<file path="src/rtl/jzjcoref_wb_pkg.sv">
// Shared definitions for the register-file writeback path.
//   wb_source_t  : selects which unit drives the rd input mux
//   wb_state_t   : writeback sequencer states
//   REG_ZERO     : architectural zero register index (never written)
//   source_onehot: maps a source to its {branch, imm, alu, mem} enable vector
package jzjcoref_wb_pkg;

   typedef enum logic [1:0] {
      WB_MEM    = 2'd0,
      WB_ALU    = 2'd1,
      WB_IMM    = 2'd2,
      WB_BRANCH = 2'd3
   } wb_source_t;

   typedef enum logic [1:0] {
      IDLE     = 2'd0,
      MEM_WAIT = 2'd1,
      WRITE    = 2'd2
   } wb_state_t;

   localparam logic [4:0] REG_ZERO = 5'd0;

   // Bit order matches {branch, imm, alu, mem}, i.e. bit index == source code.
   function automatic logic [3:0] source_onehot(input wb_source_t src);
      return 4'b0001 << src;
   endfunction

endpackage

</file>
<file path="src/rtl/rd_writeback_controller.sv">
// Writeback sequencer between decode/control and the rd mux / register file.
// Accepts one retiring instruction at a time, runs a bounded load handshake
// for memory sources, then issues a single-cycle register-file write.
//
// Ports:
//   clock, reset                 : rising-edge clock, synchronous active-high reset
//   instrValid, wbSource,
//   writesRd, rdAddrIn           : instruction presented for writeback
//   memReadValid                 : load data valid (only observed in MEM_WAIT)
//   ready                        : controller idle, instruction may be accepted
//   memReadRequest               : level request for load data
//   memoryOutputEnable,
//   aluOutputEnable,
//   immediateFormerOutputEnable,
//   branchALUOutputEnable        : one-hot-or-zero rd mux enables
//   rdWriteEnable, rdAddrOut     : register-file write strobe and index
//   instrDone                    : one-cycle retire pulse
//   memTimeout                   : one-cycle pulse when a load is abandoned
module rd_writeback_controller
   import jzjcoref_wb_pkg::*;
#(
   parameter int MEM_TIMEOUT = 15
) (
   input  logic       clock,
   input  logic       reset,
   input  logic       instrValid,
   input  logic [1:0] wbSource,
   input  logic       writesRd,
   input  logic [4:0] rdAddrIn,
   input  logic       memReadValid,
   output logic       ready,
   output logic       memReadRequest,
   output logic       memoryOutputEnable,
   output logic       aluOutputEnable,
   output logic       immediateFormerOutputEnable,
   output logic       branchALUOutputEnable,
   output logic       rdWriteEnable,
   output logic [4:0] rdAddrOut,
   output logic       instrDone,
   output logic       memTimeout
);

   localparam int CW = $clog2(MEM_TIMEOUT + 1);
   localparam logic [CW-1:0] COUNT_MAX  = CW'(MEM_TIMEOUT);
   // The counter holds the number of completed wait cycles, so the cycle in
   // which it equals MEM_TIMEOUT-1 is the last one a valid can rescue.
   localparam logic [CW-1:0] COUNT_LAST = CW'(MEM_TIMEOUT - 1);

   wb_state_t      state_reg, state_next;
   wb_source_t     source_reg, source_next;
   logic           writes_rd_reg, writes_rd_next;
   logic [4:0]     rd_addr_reg, rd_addr_next;
   logic [CW-1:0]  count_reg, count_next;
   logic           timeout_reg, timeout_next;
   logic [3:0]     enable_vec;

   always_comb begin
      state_next     = state_reg;
      source_next    = source_reg;
      writes_rd_next = writes_rd_reg;
      rd_addr_next   = rd_addr_reg;
      count_next     = count_reg;
      timeout_next   = 1'b0;

      case (state_reg)
         IDLE: begin
            if (instrValid) begin
               source_next    = wb_source_t'(wbSource);
               writes_rd_next = writesRd;
               rd_addr_next   = rdAddrIn;
               if (wb_source_t'(wbSource) == WB_MEM) begin
                  state_next = MEM_WAIT;
                  count_next = '0;
               end else begin
                  state_next = WRITE;
               end
            end
         end
         MEM_WAIT: begin
            // Saturate rather than wrap so a stale count can never look fresh.
            count_next = (count_reg == COUNT_MAX) ? count_reg : count_reg + CW'(1);
            // Valid is tested first so it wins over a simultaneous timeout.
            if (memReadValid) begin
               state_next = WRITE;
            end else if (count_reg >= COUNT_LAST) begin
               state_next   = IDLE;
               timeout_next = 1'b1;
            end
         end
         WRITE: begin
            state_next = IDLE;
         end
         default: begin
            state_next = IDLE;
         end
      endcase
   end

   always_ff @(posedge clock) begin
      if (reset) begin
         state_reg     <= IDLE;
         source_reg    <= WB_MEM;
         writes_rd_reg <= 1'b0;
         rd_addr_reg   <= REG_ZERO;
         count_reg     <= '0;
         timeout_reg   <= 1'b0;
      end else begin
         state_reg     <= state_next;
         source_reg    <= source_next;
         writes_rd_reg <= writes_rd_next;
         rd_addr_reg   <= rd_addr_next;
         count_reg     <= count_next;
         timeout_reg   <= timeout_next;
      end
   end

   // Every output comes from registers only; the mux sees all-zero enables
   // outside WRITE so its output is zero while idle.
   assign enable_vec = (state_reg == WRITE) ? source_onehot(source_reg) : 4'b0000;

   assign ready                       = (state_reg == IDLE);
   assign memReadRequest              = (state_reg == MEM_WAIT);
   assign memoryOutputEnable          = enable_vec[0];
   assign aluOutputEnable             = enable_vec[1];
   assign immediateFormerOutputEnable = enable_vec[2];
   assign branchALUOutputEnable       = enable_vec[3];
   assign rdWriteEnable               = (state_reg == WRITE) && writes_rd_reg &&
                                        (rd_addr_reg != REG_ZERO);
   assign rdAddrOut                   = rd_addr_reg;
   assign instrDone                   = (state_reg == WRITE);
   assign memTimeout                  = timeout_reg;

endmodule
</file>
<file path="config.mk">
export PLATFORM = sky130hd
export DESIGN_NAME = rd_writeback_controller
export DESIGN_NICKNAME = d
export VERILOG_FILES = /design/src/rtl/jzjcoref_wb_pkg.sv /design/src/rtl/rd_writeback_controller.sv
export SDC_FILE = /design/constraint.sdc
export NUM_CORES = 1
export LEC_CHECK = 0
export CAP_MARGIN = 20
export CORE_AREA = 2 2 39 41
export DETAILED_ROUTE_END_ITERATION = 16
export DIE_AREA = 0 0 41 43
export DONT_BUFFER_PORTS = 1
export PLACE_DENSITY_LB_ADDON = 0.25
export SYNTH_ARGS = -nofsm -noshare
export SYNTH_HDL_FRONTEND = slang
export SYNTH_SLANG_ARGS = --single-unit
</file>
<file path="constraint.sdc">
create_clock -name clock -period 1.6 [get_ports clock]
set_input_delay 0.16 -clock clock [delete_from_list [all_inputs] [get_ports clock]]
set_output_delay 0.16 -clock clock [all_outputs]
set_load 0.01 [all_outputs]
</file>
### Word-level counts from Yosys, hierarchy flattened

Cells that the tools add are included.

* input port bits: 12
* word-level logic and storage cells: 38
* output and inout bits: 14
* register bits: 15

* eq/ne operators: 7
* bitwise logic cells: 1
* reduce and logical (&&, ||, !) cells: 10
* shift-type cells: 1
* order comparisons: 1
* add/subtract/negate cells: 1
* muxes and demuxes: 11

Operators with widths (count)
* 2-to-1 mux 4 bit: 4
* 2-to-1 mux 2 bit: 4
* case mux 4 bit (2 select lines): 1
* nonzero test 5 bit: 1
* adder 4 x 1 -> 4 bit, second input constant: 1
* == test 4 bit, second input constant: 1
* greater-or-equal comparator 4 bit, second input constant: 1
* logical NOT 2 bit: 2
* inequality test 2 bit, second input constant: 2
* case mux 2 bit (2 select lines): 1
* AND reduction 2 bit: 2
* AND reduction 4 bit: 1
* left shift 1 x 2 -> 4 bit, first input constant: 1
* inequality test 3 x 2 -> 1 bit, second input constant: 1
* OR reduction 3 bit: 1
* == test 2 x 1 -> 1 bit, second input constant: 1
* == test 2 bit, second input constant: 1
* logical AND 1 bit: 2
* inequality test 2 x 1 -> 1 bit, second input constant: 1
* nonzero test 2 bit: 1
* 2-to-1 mux 1 bit: 1
* inverter 1 bit: 1

### Longest topological paths before layout

Gate-level depths: netlist (run 1).

* word-level depth: 4
* depth in mapped cells: 5
* gate-level depth less buffers: 5

### Worst setup path after synthesis (run 1)

OpenSTA, ideal clock, no wires.

* kind: register to output
* start: reg state_reg[1]
* end: out memoryOutputEnable
* path slack: 0.327 ns
* arrival time: 1.113 ns
* stages on the path, launching flop included: 3
* path buffers: 0
* data required time: 1.440 ns
* path through: dfxtp_1 > nor2b_1 > nor3b_1

* cells in the longest elaborated chain, start to end: 2

Ends and longest elaborated chain
* start, declared: RTL line rd_writeback_controller.sv:49 `wb_state_t state_reg, state_next;`
* start signal, assigned: RTL line rd_writeback_controller.sv:108 `state_reg <= state_next;`
* == test 2 bit
* named net instrDone: RTL line rd_writeback_controller.sv:39 `output logic instrDone,`
* 2-to-1 mux 4 bit: RTL line rd_writeback_controller.sv:119 `assign enable_vec = (state_reg == WRITE) ? source_onehot(source_reg) : 4'b0000;`
* end, declared: RTL line rd_writeback_controller.sv:33 `output logic memoryOutputEnable,`

The timed path passes the listed nets, and every way through them passes these cells.

### Worst setup path in the final report (run 1)

* start: reg rd_addr_reg[3], in the netlist rdAddrOut[3]
* end: out rdWriteEnable

* cells in the longest elaborated chain, start to end: 2

Ends and longest elaborated chain
* start, declared: RTL line rd_writeback_controller.sv:52 `logic [4:0] rd_addr_reg, rd_addr_next;`
* start signal, assigned: RTL line rd_writeback_controller.sv:111 `rd_addr_reg <= rd_addr_next;`
* nonzero test 5 bit: RTL line rd_writeback_controller.sv:128 `(rd_addr_reg != REG_ZERO);`
* logical AND 1 bit: RTL line rd_writeback_controller.sv:127 `assign rdWriteEnable = (state_reg == WRITE) && writes_rd_reg &&`
* end, declared: RTL line rd_writeback_controller.sv:37 `output logic rdWriteEnable,`

No other way between the ends.

==> out/qor.yml, run 1 <==
critPathMaxStageDelay_ps: 380
cpLargestDelayFamily: "simple AND/OR/NAND/NOR gates"
syn_area_cell_sq_um: 9.55
cp_data_arrival_time_ps: 1360
tightest_pin_transition_ps: 561
setup_tns_ps: 0
netlist-cell-type-count: 32
grt_pass1_wl_mm: 2.10
cts_buffers: 3
setup.worst_path.end_class: "output pin"
highest_delay_cell_along_the_critical_path: "sky130_fd_sc_hd__or3_1"
finalCritPeriodShare_pct: 95.1
globalplace.congestion: 0.718
port_buffers: 0
powerDensity_mw_per_mm2: 891
path_cells: "or3_1 > o311a_1"
place_hpwl_microns: 960
finalNetCount: 97
hold_viol_final: 0
synth_sequential_area_ratio_pct: 41.4
synth_seq_cells: 15
static-leakage-power_uw: 0.000318
grt_start_max_net_pins: 15
antenna_violating_nets_post_route: 0
post-route-util_pct: 58.0
synth_warnings: 0
clock_tree_root_buffer_cell: "sky130_fd_sc_hd__clkbuf_4"
max_reg_flops: 5
unrepaired_setup_endpoints_after_global_routing: "false"
first_global_vias: 518
timing.slew.headroom_pct: 62.5
detail_route.first_pass.iterations: 3
max-vdd-ir-drop_v: 0.000665
worst_clock_skew_ps: 3.32
floorplan.die.height_microns: 43
number_of_max_slew_violations_in_the_final_report: 0
grt_remaining_overflow: 0
boundaryPins: 26
worstSkewPairLatency_ps: 280
synth.net_count: 90
drt_iter0_markers: 4
combinational_family_with_the_most_area_after_synthesis: "simple AND/OR/NAND/NOR gates"
antennaDiodeCount: 0
groute.usage.overall_pct: 18.3
initial_cell_density_of_the_core_pct: 52.4
die_outline_area_sq_mm: 0.00176
maxCapViolCount: 0
synthesis.area_sq_um: 726
fmaxAchievable_mhz: 657
adder_cell_share_of_the_synthesized_area_pct: 3.45
per_cell_via_count_in_the_routed_design: 5.77
worst_setup_path_start_kind: "flip-flop"
synth_mux_area_share_pct: 11.0
syn2layout_area_growth_pct: 10.7
worstPathMaxFanout: 3
grt_antenna_before_repair: 0
final_min_period_ps: 1520
clkTransAtPathRegs_ps: 90
hp-class: "primary input to flip-flop"
vias: 565
synthXorXnorAreaFrac_pct: 0
cts_tree: "yes"
status: "complete, no violations"
core.rowCount: 14
cts.path.max_buffers: 2
tritoncts_num_sinks: 15
count_of_mapped_cells_out_of_synthesis: 76
worst_ep_required_time_ps: 1440
route.final.wire_length_mm: 1.34
drt_drc_violations_left: 0
die_x_microns: 41
worstSetupPathType: "flip-flop to output pin"
setup_viol: 0
synth-compound-area-share_pct: 17.9
timing.critical_path.buf_inv: 0
clock_tree.htree_level_count: 1
core_area_sq_mm: 0.00138
post_route_cells_drive_above_1_share_pct: 19.5
drt-wirelength-per-cell_microns: 13.6
synth_simple_gate_area_share_pct: 21.4
[layout make-up]
cell class,instances,area [sq um]
clock buffers,3,22.5
clock inverters,1,5.00
fillers,127,581
inverters,7,26.3
multi-input cells,52,393
flip-flops and latches,15,302
well taps,16,20.0
repair buffers,4,35.0
[power by group]
group          internal, uW  switching (uW)
combinational          43.6            44.1
clock                  92.8             123
sequential              391            21.0
[metal layers]
| metal | global-route usage (%) | vias to the layer above | wire length (microns) |
|---|---|---|---|
| met1 | 21.7 | 260 | 619 |
| met5 | 0 | - | 0 |
| met3 | 3.66 | 2 | 63 |
| met2 | 27.2 | 14 | 635 |
| li1 | - | 289 | - |
| met4 | 14.0 | 0 | 17 |
[repair_timing]
action,4_1_cts,5_1_grt
hold buffers,2,0
hold endpoints to repair,14,0
setup buffers,0,0
endpoints found under the setup margin,0,3
resized for setup,0,2
[synth_stat cells]
library cell,n,area (sq um)
sky130_fd_sc_hd__dfxtp_1,15,300
sky130_fd_sc_hd__nor2_1,12,45.0
sky130_fd_sc_hd__mux2i_1,8,80.1
sky130_fd_sc_hd__inv_1,6,22.5
sky130_fd_sc_hd__nand2_1,3,11.3
sky130_fd_sc_hd__a221oi_2,2,30.0
sky130_fd_sc_hd__ha_1,2,25.0
sky130_fd_sc_hd__nand2b_1,2,12.5
sky130_fd_sc_hd__nor3b_1,2,15.0
sky130_fd_sc_hd__o21ai_0,2,10.0
sky130_fd_sc_hd__a2bb2oi_1,1,8.76
sky130_fd_sc_hd__a311o_2,1,11.3
sky130_fd_sc_hd__a32oi_1,1,8.76
sky130_fd_sc_hd__and3_1,1,6.26
sky130_fd_sc_hd__and3b_1,1,8.76
sky130_fd_sc_hd__buf_2,1,5.00
sky130_fd_sc_hd__clkbuf_1,1,3.75
sky130_fd_sc_hd__inv_2,1,3.75
sky130_fd_sc_hd__nand2b_2,1,8.76
sky130_fd_sc_hd__nor2b_1,1,6.26
sky130_fd_sc_hd__nor3_1,1,5.00
sky130_fd_sc_hd__nor4_1,1,6.26
sky130_fd_sc_hd__nor4b_2,1,15.0
sky130_fd_sc_hd__o2111ai_1,1,8.76
sky130_fd_sc_hd__o211ai_1,1,7.51
sky130_fd_sc_hd__o22ai_1,1,6.26
sky130_fd_sc_hd__o311a_1,1,10.0
sky130_fd_sc_hd__o32a_2,1,11.3
sky130_fd_sc_hd__o32ai_1,1,8.76
sky130_fd_sc_hd__o41ai_1,1,8.76
sky130_fd_sc_hd__or2_4,1,8.76
sky130_fd_sc_hd__or3_1,1,6.26
[placed cells by master (no fill, tap or decap), types with 2 or more instances in the layout]
master	n
sky130_fd_sc_hd__a221oi_2	2
sky130_fd_sc_hd__buf_4	2
sky130_fd_sc_hd__clkbuf_4	3
sky130_fd_sc_hd__dfxtp_1	14
sky130_fd_sc_hd__dlygate4sd3_1	2
sky130_fd_sc_hd__ha_1	2
sky130_fd_sc_hd__inv_1	6
sky130_fd_sc_hd__mux2i_1	8
sky130_fd_sc_hd__nand2_1	3
sky130_fd_sc_hd__nand2b_1	2
sky130_fd_sc_hd__nor2_1	12
sky130_fd_sc_hd__nor3b_1	2
sky130_fd_sc_hd__o21ai_0	2
[worst reg2reg max path: cells and delay by family (launching register included)]
kind / cells / cell delay, ps
DFF: 1 / 430
AOI/OAI and AO/OA: 2 / 580
and+or+nand+nor: 1 / 80
adders and majority gates: 1 / 240
[stage by stage]
step / power [uW] / std cells / area (sq um) / setup WS (ps) / hold WS [ps]
2_1_floorplan: 485 / 76 / 726 / 327 / 226
3_3_place_gp: 497 / 92 / 752 / 301 / 229
3_5_place_dp: 499 / 92 / 752 / 220 / 229
4_1_cts: 726 / 98 / 800 / 50.3 / 12.9
5_1_grt: 750 / 98 / 803 / 27.0 / 26.9
6_report: 715 / 98 / 803 / 78.1 / 23.5
[cell families (layout without fill, tap and decap cells)]
logic type / count (synthesis) / in the layout
muxes: 8 / 8
adders and majority gates: 2 / 2
AOI/OAI and AO/OA: 14 / 14
DFF: 15 / 15
buffers and inverters: 9 / 15
and+or+nand+nor: 28 / 28
[final timing paths]
kind | startpoint | slack (ps) | endpoint | cells after the start
max | rdAddrOut[3] | 80 | rdWriteEnable | 2
min | rdAddrIn[0] | 20 | rdAddrOut[0] | 2
max reg2reg | count_reg[1] | 190 | count_reg[1] | 4
min reg2reg | state_reg[1] | 480 | state_reg[1] | 1
No activity file was read; power rests on OpenSTA's default activity.
==> inputs of run 2 (changes only) <==
--- a/config.mk
+++ b/config.mk
@@ -10,6 +10,7 @@
 export DETAILED_ROUTE_END_ITERATION = 16
 export DIE_AREA = 0 0 41 43
 export DONT_BUFFER_PORTS = 1
+export HOLD_SLACK_MARGIN = 0.05
 export PLACE_DENSITY_LB_ADDON = 0.25
 export SYNTH_ARGS = -nofsm -noshare
 export SYNTH_HDL_FRONTEND = slang
==> run 2 against run 1 <==
  * Routed wire length is 17% higher
  * First-iteration DRC count increased by 100%
  * Clock power grew 2%
  * Sequential share of layout area shrank 3.4 points
  * Final cell count rose by 8.2%
  * Utilization increased by 5.8 points
  * Sequential power barely moved
  * Non-clock buffer count grew 8
  * Total power grew 3.3%
  * Clock-buffer cell count unchanged
  * Clock skew barely moved
  * Critical endpoint unchanged
  * Largest power group unchanged
==> out/qor.yml, run 2 (synthesis results as in run 1) <==
mostFrequentLayoutCell: "sky130_fd_sc_hd__dfxtp_1"
hp-class: "primary input to flip-flop"
routed.top_layer: "met4"
grt_start_max_net_pins: 15
met3_wirelength_microns: 65
final_min_period_ps: 1520
finalNonFillerCells: 106
setup_tns_ps: 0
layout.cells.most_common_list: "14 x sky130_fd_sc_hd__dfxtp_1, 12 x sky130_fd_sc_hd__nor2_1, 10 x sky130_fd_sc_hd__dlygate4sd3_1"
syn2layout_area_growth_pct: 21.7
clock_tree.htree_level_count: 1
floorplan.die.height_microns: 43
dr_wl_met2_microns: 800
dpl_worst_slack_ps: 220
groute.usage.overall_pct: 21.3
tightest_pin_transition_ps: 589
placed_area_sq_um: 752
setup.worst_path.end_class: "output pin"
worst_ep_required_time_ps: 1440
antennaDiodeCount: 0
worstSkewPairLatency_ps: 280
post_route_cells_drive_above_1_share_pct: 17.8
max-vdd-ir-drop_v: 0.000656
drt-wirelength-per-cell_microns: 14.7
place_hpwl_microns: 960
initial_cell_density_of_the_core_pct: 52.4
grt_remaining_overflow: 0
die_x_microns: 41
fin_worst_hold_slack_ps: 66.9
post-place-cells: 92
layout.cell_area.non_filler_sq_um: 883
grt_antenna_before_repair: 0
detail_route.first_pass.iterations: 4
clock_tree_root_buffer_cell: "sky130_fd_sc_hd__clkbuf_4"
port_buffers: 0
core_area_sq_mm: 0.00138
first_global_vias: 574
cts.path.max_buffers: 2
static-leakage-power_uw: 0.000351
max_reg_flops: 5
antenna_violating_nets_post_route: 0
finalWorstSetupSlack_ps: 76.7
unrepaired_setup_endpoints_after_global_routing: "false"
fmaxAchievable_mhz: 656
drt_drc_violations_left: 0
hold_viol_final: 0
wl_met1_microns: 676
maxCapViolCount: 0
number_of_max_slew_violations_in_the_final_report: 0
fillers: 117
finalNetCount: 105
drt_iter0_markers: 8
route.final.wire_length_mm: 1.56
postCtsSetupRepairBufs: 0
timing.slew.headroom_pct: 60.6
tritoncts_num_sinks: 15
die_outline_area_sq_mm: 0.00176
core.rowCount: 14
per_cell_via_count_in_the_routed_design: 5.74
grt_pass1_wl_mm: 2.44
worst_clock_skew_ps: 3.38
cts_tree: "yes"
setup_viol: 0
clkTransAtPathRegs_ps: 90
worstSetupPathType: "flip-flop to output pin"
vias: 608
powerDensity_mw_per_mm2: 837
finalCritPeriodShare_pct: 95.2
worstPathMaxFanout: 3
worst_setup_path_start_kind: "flip-flop"
cp_data_arrival_time_ps: 1360
globalplace.congestion: 0.718
status: "complete, no violations"
boundaryPins: 26
cts_buffers: 3
==> run 2: changes by cell type in the layout (fill, tap and decap cells not counted), sizes merged <==
cell	change
dlygate4sd3	+8
==> run 2: final cells by class <==
| class | instances | area, sq um | area share (%) |
|---|---|---|---|
| multi-input combinational | 52 | 393 | 44.5 |
| sequential | 15 | 302 | 34.1 |
| timing repair buffer | 12 | 115 | 13.0 |
| inverter | 7 | 26.3 | 2.97 |
| clock buffer | 3 | 22.5 | 2.55 |
| tap | 16 | 20.0 | 2.27 |
| clock inverter | 1 | 5.00 | 0.567 |
==> run 2: power by group <==
part / internal, uW / switching [uW] / total, uW / leakage (uW)
Clock: 92.9 / 128 / 221 / 0.0000177
Combinational: 56.5 / 49.3 / 106 / 0.000210
Sequential: 391 / 21.6 / 413 / 0.000123
Total: 540 / 199 / 739 / 0.000351
==> run 2: worst paths after layout <==
kind,start,to,slack (ps),cells past startpoint
worst max register to register,count_reg[1],count_reg[1],190,4
worst min-delay path,reset,count_reg[0],70,2
worst max-delay path,rdAddrOut[3],rdWriteEnable,80,2
worst min register to register,state_reg[1],state_reg[1],480,1
==> run 2: stage by stage <==
| stage | power [uW] | util [%] |
|---|---|---|
| finish | 739 | 63.8 |
| global route | 769 | 63.8 |
| CTS | 741 | 63.6 |
| detailed placement | 499 | 54.3 |
| global placement | 497 | 54.3 |
| floorplan | 485 | - |
==> run 2: timing repair <==
item | in CTS | in global routing
hold endpoints to repair | 14 | 0
endpoints found under the setup margin | 0 | 3
hold buffers | 10 | 0
gates resized for setup | 0 | 2
==> run 2: critical path, cell delays in order, from the launching register on <==
cell and delay, ps:
sky130_fd_sc_hd__dfxtp_1 360, sky130_fd_sc_hd__or3_1 380, sky130_fd_sc_hd__o311a_1 340
==> run 2: routing by layer <==
metal	track usage, %	vias up
li1	-	305
met1	24.3	286
met2	34.1	15
met3	3.66	2
met4	14.0	0
met5	0	-
